File: src/rtl/pipe_cond_pkg.sv
// Shared types and constants for the execute-stage condition/flag unit.
// Used by pipe_cond_check and pipe_cond_unit.
package pipe_cond_pkg;

    typedef enum logic [3:0] {
        EQ = 4'h0,
        NE = 4'h1,
        CS = 4'h2,
        CC = 4'h3,
        MI = 4'h4,
        PL = 4'h5,
        VS = 4'h6,
        VC = 4'h7,
        HI = 4'h8,
        LS = 4'h9,
        GE = 4'hA,
        LT = 4'hB,
        GT = 4'hC,
        LE = 4'hD,
        AL = 4'hE,
        NV = 4'hF
    } cond_t;

    localparam int FLAG_N = 3;
    localparam int FLAG_Z = 2;
    localparam int FLAG_C = 1;
    localparam int FLAG_V = 0;

    localparam int FLAGW_NZ = 1;
    localparam int FLAGW_CV = 0;

endpackage

File: src/rtl/pipe_cond_check.sv
// Combinational condition evaluator: maps a condition field and the
// architectural {N,Z,C,V} flags to a pass/fail execute decision.
import pipe_cond_pkg::*;

module pipe_cond_check (
    input  cond_t      cond,
    input  logic [3:0] flags,
    output logic       cond_ex
);

    logic n, z, c, v;

    assign n = flags[FLAG_N];
    assign z = flags[FLAG_Z];
    assign c = flags[FLAG_C];
    assign v = flags[FLAG_V];

    // NV is architecturally "never": the instruction is squashed unconditionally.
    always_comb begin
        cond_ex = 1'b0;
        case (cond)
            EQ: cond_ex = z;
            NE: cond_ex = ~z;
            CS: cond_ex = c;
            CC: cond_ex = ~c;
            MI: cond_ex = n;
            PL: cond_ex = ~n;
            VS: cond_ex = v;
            VC: cond_ex = ~v;
            HI: cond_ex = c & ~z;
            LS: cond_ex = ~c | z;
            GE: cond_ex = (n == v);
            LT: cond_ex = (n != v);
            GT: cond_ex = ~z & (n == v);
            LE: cond_ex = z | (n != v);
            AL: cond_ex = 1'b1;
            NV: cond_ex = 1'b0;
            default: cond_ex = 1'b0;
        endcase
    end

endmodule

File: src/rtl/pipe_cond_unit.sv
// Execute-stage flag register, condition gating of PCSrc/RegWrite/MemWrite.
// Define PIPE_COND_STATS_EN to add saturating ExecCnt/SquashCnt outputs.
import pipe_cond_pkg::*;

module pipe_cond_unit #(
    parameter int CNT_W = 32
) (
    input  logic             clk,
    input  logic             reset,
    input  logic             ValidE,
    input  logic             StallE,
    input  logic [3:0]       CondE,
    input  logic [1:0]       FlagWE,
    input  logic [3:0]       ALUFlags,
    input  logic             PCSE,
    input  logic             RegWE,
    input  logic             MemWE,
    input  logic             NoWriteE,
    input  logic             FlagLoad,
    input  logic [3:0]       FlagLoadData,
    output logic [3:0]       Flags,
    output logic             CondExE,
    output logic             PCSrcE,
    output logic             RegWriteE,
    output logic             MemWriteE
`ifdef PIPE_COND_STATS_EN
    ,
    output logic [CNT_W-1:0] ExecCnt,
    output logic [CNT_W-1:0] SquashCnt
`endif
);

    logic [3:0] flags_q, flags_d;
    logic       cond_ex;
    logic       advance;
    logic       commit;
    cond_t      cond_e;

    assign cond_e = cond_t'(CondE);

    pipe_cond_check u_check (
        .cond    (cond_e),
        .flags   (flags_q),
        .cond_ex (cond_ex)
    );

    assign advance   = ValidE & ~StallE;
    assign commit    = advance & cond_ex;

    assign Flags     = flags_q;
    assign CondExE   = cond_ex & ValidE;
    assign PCSrcE    = PCSE & CondExE;
    assign MemWriteE = MemWE & CondExE;
    assign RegWriteE = RegWE & CondExE & ~NoWriteE;

    // A direct flag load overrides any ALU commit in the same cycle.
    always_comb begin
        flags_d = flags_q;
        if (FlagLoad) begin
            flags_d = FlagLoadData;
        end else if (commit) begin
            if (FlagWE[FLAGW_NZ]) begin
                flags_d[FLAG_N] = ALUFlags[FLAG_N];
                flags_d[FLAG_Z] = ALUFlags[FLAG_Z];
            end
            if (FlagWE[FLAGW_CV]) begin
                flags_d[FLAG_C] = ALUFlags[FLAG_C];
                flags_d[FLAG_V] = ALUFlags[FLAG_V];
            end
        end
    end

    always_ff @(posedge clk or posedge reset) begin
        if (reset) begin
            flags_q <= 4'b0000;
        end else begin
            flags_q <= flags_d;
        end
    end

`ifdef PIPE_COND_STATS_EN
    logic [CNT_W-1:0] exec_cnt_q, exec_cnt_d;
    logic [CNT_W-1:0] squash_cnt_q, squash_cnt_d;

    // Each non-stalled valid slot is counted exactly once, saturating at all-ones.
    always_comb begin
        exec_cnt_d   = exec_cnt_q;
        squash_cnt_d = squash_cnt_q;
        if (advance) begin
            if (cond_ex) begin
                if (exec_cnt_q != '1) begin
                    exec_cnt_d = exec_cnt_q + CNT_W'(1);
                end
            end else begin
                if (squash_cnt_q != '1) begin
                    squash_cnt_d = squash_cnt_q + CNT_W'(1);
                end
            end
        end
    end

    always_ff @(posedge clk or posedge reset) begin
        if (reset) begin
            exec_cnt_q   <= '0;
            squash_cnt_q <= '0;
        end else begin
            exec_cnt_q   <= exec_cnt_d;
            squash_cnt_q <= squash_cnt_d;
        end
    end

    assign ExecCnt   = exec_cnt_q;
    assign SquashCnt = squash_cnt_q;
`endif

endmodule

File: config.mk
export PLATFORM = sky130hd
export DESIGN_NAME = pipe_cond_unit
export DESIGN_NICKNAME = d
export VERILOG_FILES = /design/src/rtl/pipe_cond_pkg.sv /design/src/rtl/pipe_cond_check.sv /design/src/rtl/pipe_cond_unit.sv
export SDC_FILE = /design/constraint.sdc
export NUM_CORES = 1
export LEC_CHECK = 0
export CAP_MARGIN = 20
export CORE_AREA = 3 3 42 44
export CTS_CLUSTER_DIAMETER = 50
export CTS_CLUSTER_SIZE = 40
export DETAILED_ROUTE_END_ITERATION = 8
export DIE_AREA = 0 0 45 47
export GPL_TIMING_DRIVEN = 0
export PLACE_DENSITY_LB_ADDON = 0.3
export SKIP_LAST_GASP = 1
export SLEW_MARGIN = 20
export SYNTH_ARGS = -nofsm -noshare
export SYNTH_HDL_FRONTEND = slang
export SYNTH_SLANG_ARGS = --single-unit
File: constraint.sdc
create_clock -name clk -period 2.3 [get_ports clk]
set_clock_uncertainty 0.05 [all_clocks]
set_input_delay 0.345 -clock clk [delete_from_list [all_inputs] [get_ports clk]]
set_output_delay 0.345 -clock clk [all_outputs]
set_load 0.01 [all_outputs]
==> summary.txt <==
Finish
  • Max FFs per register: 4
  • Ant diodes: 0
  • Most common cell after layout, fill and taps aside: clkdlybuf4s50_1
  • Layout cells sized above 1: 34.0%
  • Design Area, Final: 918 µm²
  • Synth-to-layout area growth: 88.7%
  • Leading cell types in the layout, fill and taps excluded: clkdlybuf4s50_1 (22), buf_4 (10)
  • Fin nets: 122

STA
  • RSZ-0062 raised after global routing: true
  • Max frequency: 0.400 GHz
  • PnR worst setup slack: -0.201 ns
  • Setup violators final: 4
  • Slew margin rel.: 65.3%
  • Worst Max-Slew Pin Slew: 0.516 ns
  • Hold Vio Cnt, Final: 0
  • Fin. max-slew vios: 0
  • Tmin final: 2.50 ns
  • Fin Setup TNS: -0.742 ns
  • Final worst-path cycle share: 109%

Run
  • Maxcap violations: 0

Pwr
  • Clock Power Share: 22.5%
  • Internal power: 263 µW
  • Gate power share: 55.5%
  • Seq pwr share: 22.0%
  • Sw power: 128 µW
  • Leakage: 0.408 nW
  • Switching part of the total: 32.7%
  • PwrDens: 426 nW/µm²
  • Maximum ir drop on the vdd rail: 0.000194 V

Yosys
  • Sequential share of the synthesized area: 20.6%
  • Top cells by area, synth: dfrtp_1 (21%), a221o_1 (8.2%), and4b_1 (4.1%)
  • Largest area contributor in the netlist: dfrtp_1
  • Yosys top cell area share: 20.6%
  • #FFs+latches synth: 4
  • Synth Area per Inst: 8.69 µm²
  • Warnings, synthesis: 0
  • FFs w/ async S/R, synth: 100%
  • Post-Syn Area: 487 µm²
  • Top_reg_cell synth: dfrtp_1
  • Library cells used by synthesis: 34
  • Cell count after synthesis: 56
  • EDFF count, synth: 0
  • Synth Net Count: 79

Floorplan
  • Std-Cell Rows: 14
  • Die H: 47 µm
  • CORE AREA: 1470 µm²
  • Die area: 2120 µm²
  • Starting density of the core: 33.1%
  • Die W: 45 µm
  • # IOs: 31

Routing
  • Pre-Repair DR Iteration Count: 4
  • WL met3: 94 µm
  • Post-DRT Antenna Nets: 0
  • Via count: 634
  • Initial DRC Count: 4
  • DR vias/cell: 5.61
  • Top layer in use: met4
  • DRC: 0
  • Met2 wire length: 892 µm
  • WL/cell: 14.4 µm
  • Metal-1 WL: 598 µm
  • Final wirelength: 1630 µm

Placed design
  • Post-placement setup slack: -1.00 ns
  • RePlAce Congestion: 0.768
  • I/O Buffers: 29
  • Final HPWL DP: 1200 µm
  • Dpl cell area: 797 µm²

Min path
  • Hold Crit Class: in -> async

Clock network
  • Clock tree buffer depth: 2
  • Clock Sinks: 4
  • Clock slew at reported path FFs: 0.04 ns
  • CTS tree: yes
  • Root buffer cell: clkbuf_4
  • H-tree Lvls: 1
  • Clock latency on the worst-skew pair: 0.24 ns
  • Num CTS Buffers: 3

Critical path
  • Worst path required time: 1.90 ns
  • Critical Setup Path Class: reg -> out
  • Worst path arrival time: 2.11 ns
  • Crit. End Element: output pin
  • Critical path peak fanout: 5
  • Crit path launch type: register

GRT
  • Largest net degree at the start of global routing: 11
  • Initial antenna violation count: 0
  • Total track usage: 16.4%
  • Vias in the first global route: 625
  • First-pass GRT wire length: 2580 µm
  • Gr ovfl total: 0

Run status
  • Status: complete, but fails checks
  • Failing checks: negative setup slack
-- per-layer routing --
| metal | up-vias | track usage (%) |
|---|---|---|
| met5 | - | 0 |
| met4 | 0 | 8.19 |
| met3 | 6 | 1.53 |
| met2 | 30 | 29.9 |
| met1 | 288 | 19.0 |
| li1 | 310 | - |
-- synth_stat cells (all sizes together) (2+ instances only) --
master   instances
nor2             4
nand2            3
nand3            2
o21ai            2
dfrtp            4
xor2             2
inv              4
nand2b           2
nor2b            3
buf              2
o2111ai          2
and3             2
nor4             2
and4b            3
a221o            5
-- worst max-delay path, stage by stage (launching register included) --
cell and delay [ns]:
dfrtp_1 0.41, xor2_2 0.24, o2111ai_2 0.19, a221o_2 0.44
o21ai_2 0.15, o21ai_2 0.10, and4b_1 0.21, buf_2 0.13
-- through the flow --
step	hold slack, ns	utilization [%]	instances	power, mW
2_1_floorplan	0.0611	-	56	0.168
3_3_place_gp	0.486	54.2	101	0.248
3_5_place_dp	0.487	54.2	101	0.250
4_1_cts	0.241	58.7	110	0.362
5_1_grt	0.252	62.4	113	0.419
6_report	0.238	62.4	113	0.391
-- logic make-up (layout without fill, tap and decap cells) --
family / after synthesis / count (layout) / share of synthesized area, %
XOR/XNOR: 3 / 3 / 5.40
AND/OR/NAND/NOR: 26 / 26 / 34.7
buffers and inverters: 6 / 47 / 6.94
flip-flops: 4 / 4 / 20.6
multiplexers: 1 / 1 / 2.06
AO/OA/AOI/OAI: 16 / 16 / 30.3
-- cell type report --
class | instances | area, µm²
tap | 16 | 20.0
timing repair buffer | 38 | 330
clock buffer | 3 | 22.5
buffer | 2 | 18.8
multi-input combinational | 46 | 412
sequential | 4 | 100
fill | 150 | 553
inverter | 4 | 15.0
-- power by group through the flow --
stage / Sequential, mW / Combinational, mW / Clock, mW
finish: 0.0860 / 0.217 / 0.0880
global route: 0.0872 / 0.235 / 0.0963
global placement: 0.0893 / 0.158 / 0
detailed placement: 0.0892 / 0.161 / 0
floorplan: 0.0911 / 0.0765 / 0
CTS: 0.0859 / 0.188 / 0.0883
-- final timing paths --
kind                                 startpoint         to  slack (ns)  depth (start not counted)
worst min-delay path                      reset   Flags[2]        0.24                          2
worst max register to register         Flags[0]   Flags[2]        0.02                          8
worst min register to register         Flags[1]   Flags[1]        0.71                          2
min in group clk                FlagLoadData[1]   Flags[1]        0.69                          2
max in group asynchronous                 reset   Flags[1]        1.82                          2
worst max-delay path                   Flags[0]  RegWriteE       -0.20                          7
-- repair_timing --
action                                  in CTS  in global routing
setup buffers                                7                  3
hold buffers                                 0                  0
resized for setup                           24                  8
pin swaps                                   10                  9
endpoints found under the setup margin       8                  8
Note: power is estimated with default switching activity, not from simulation.
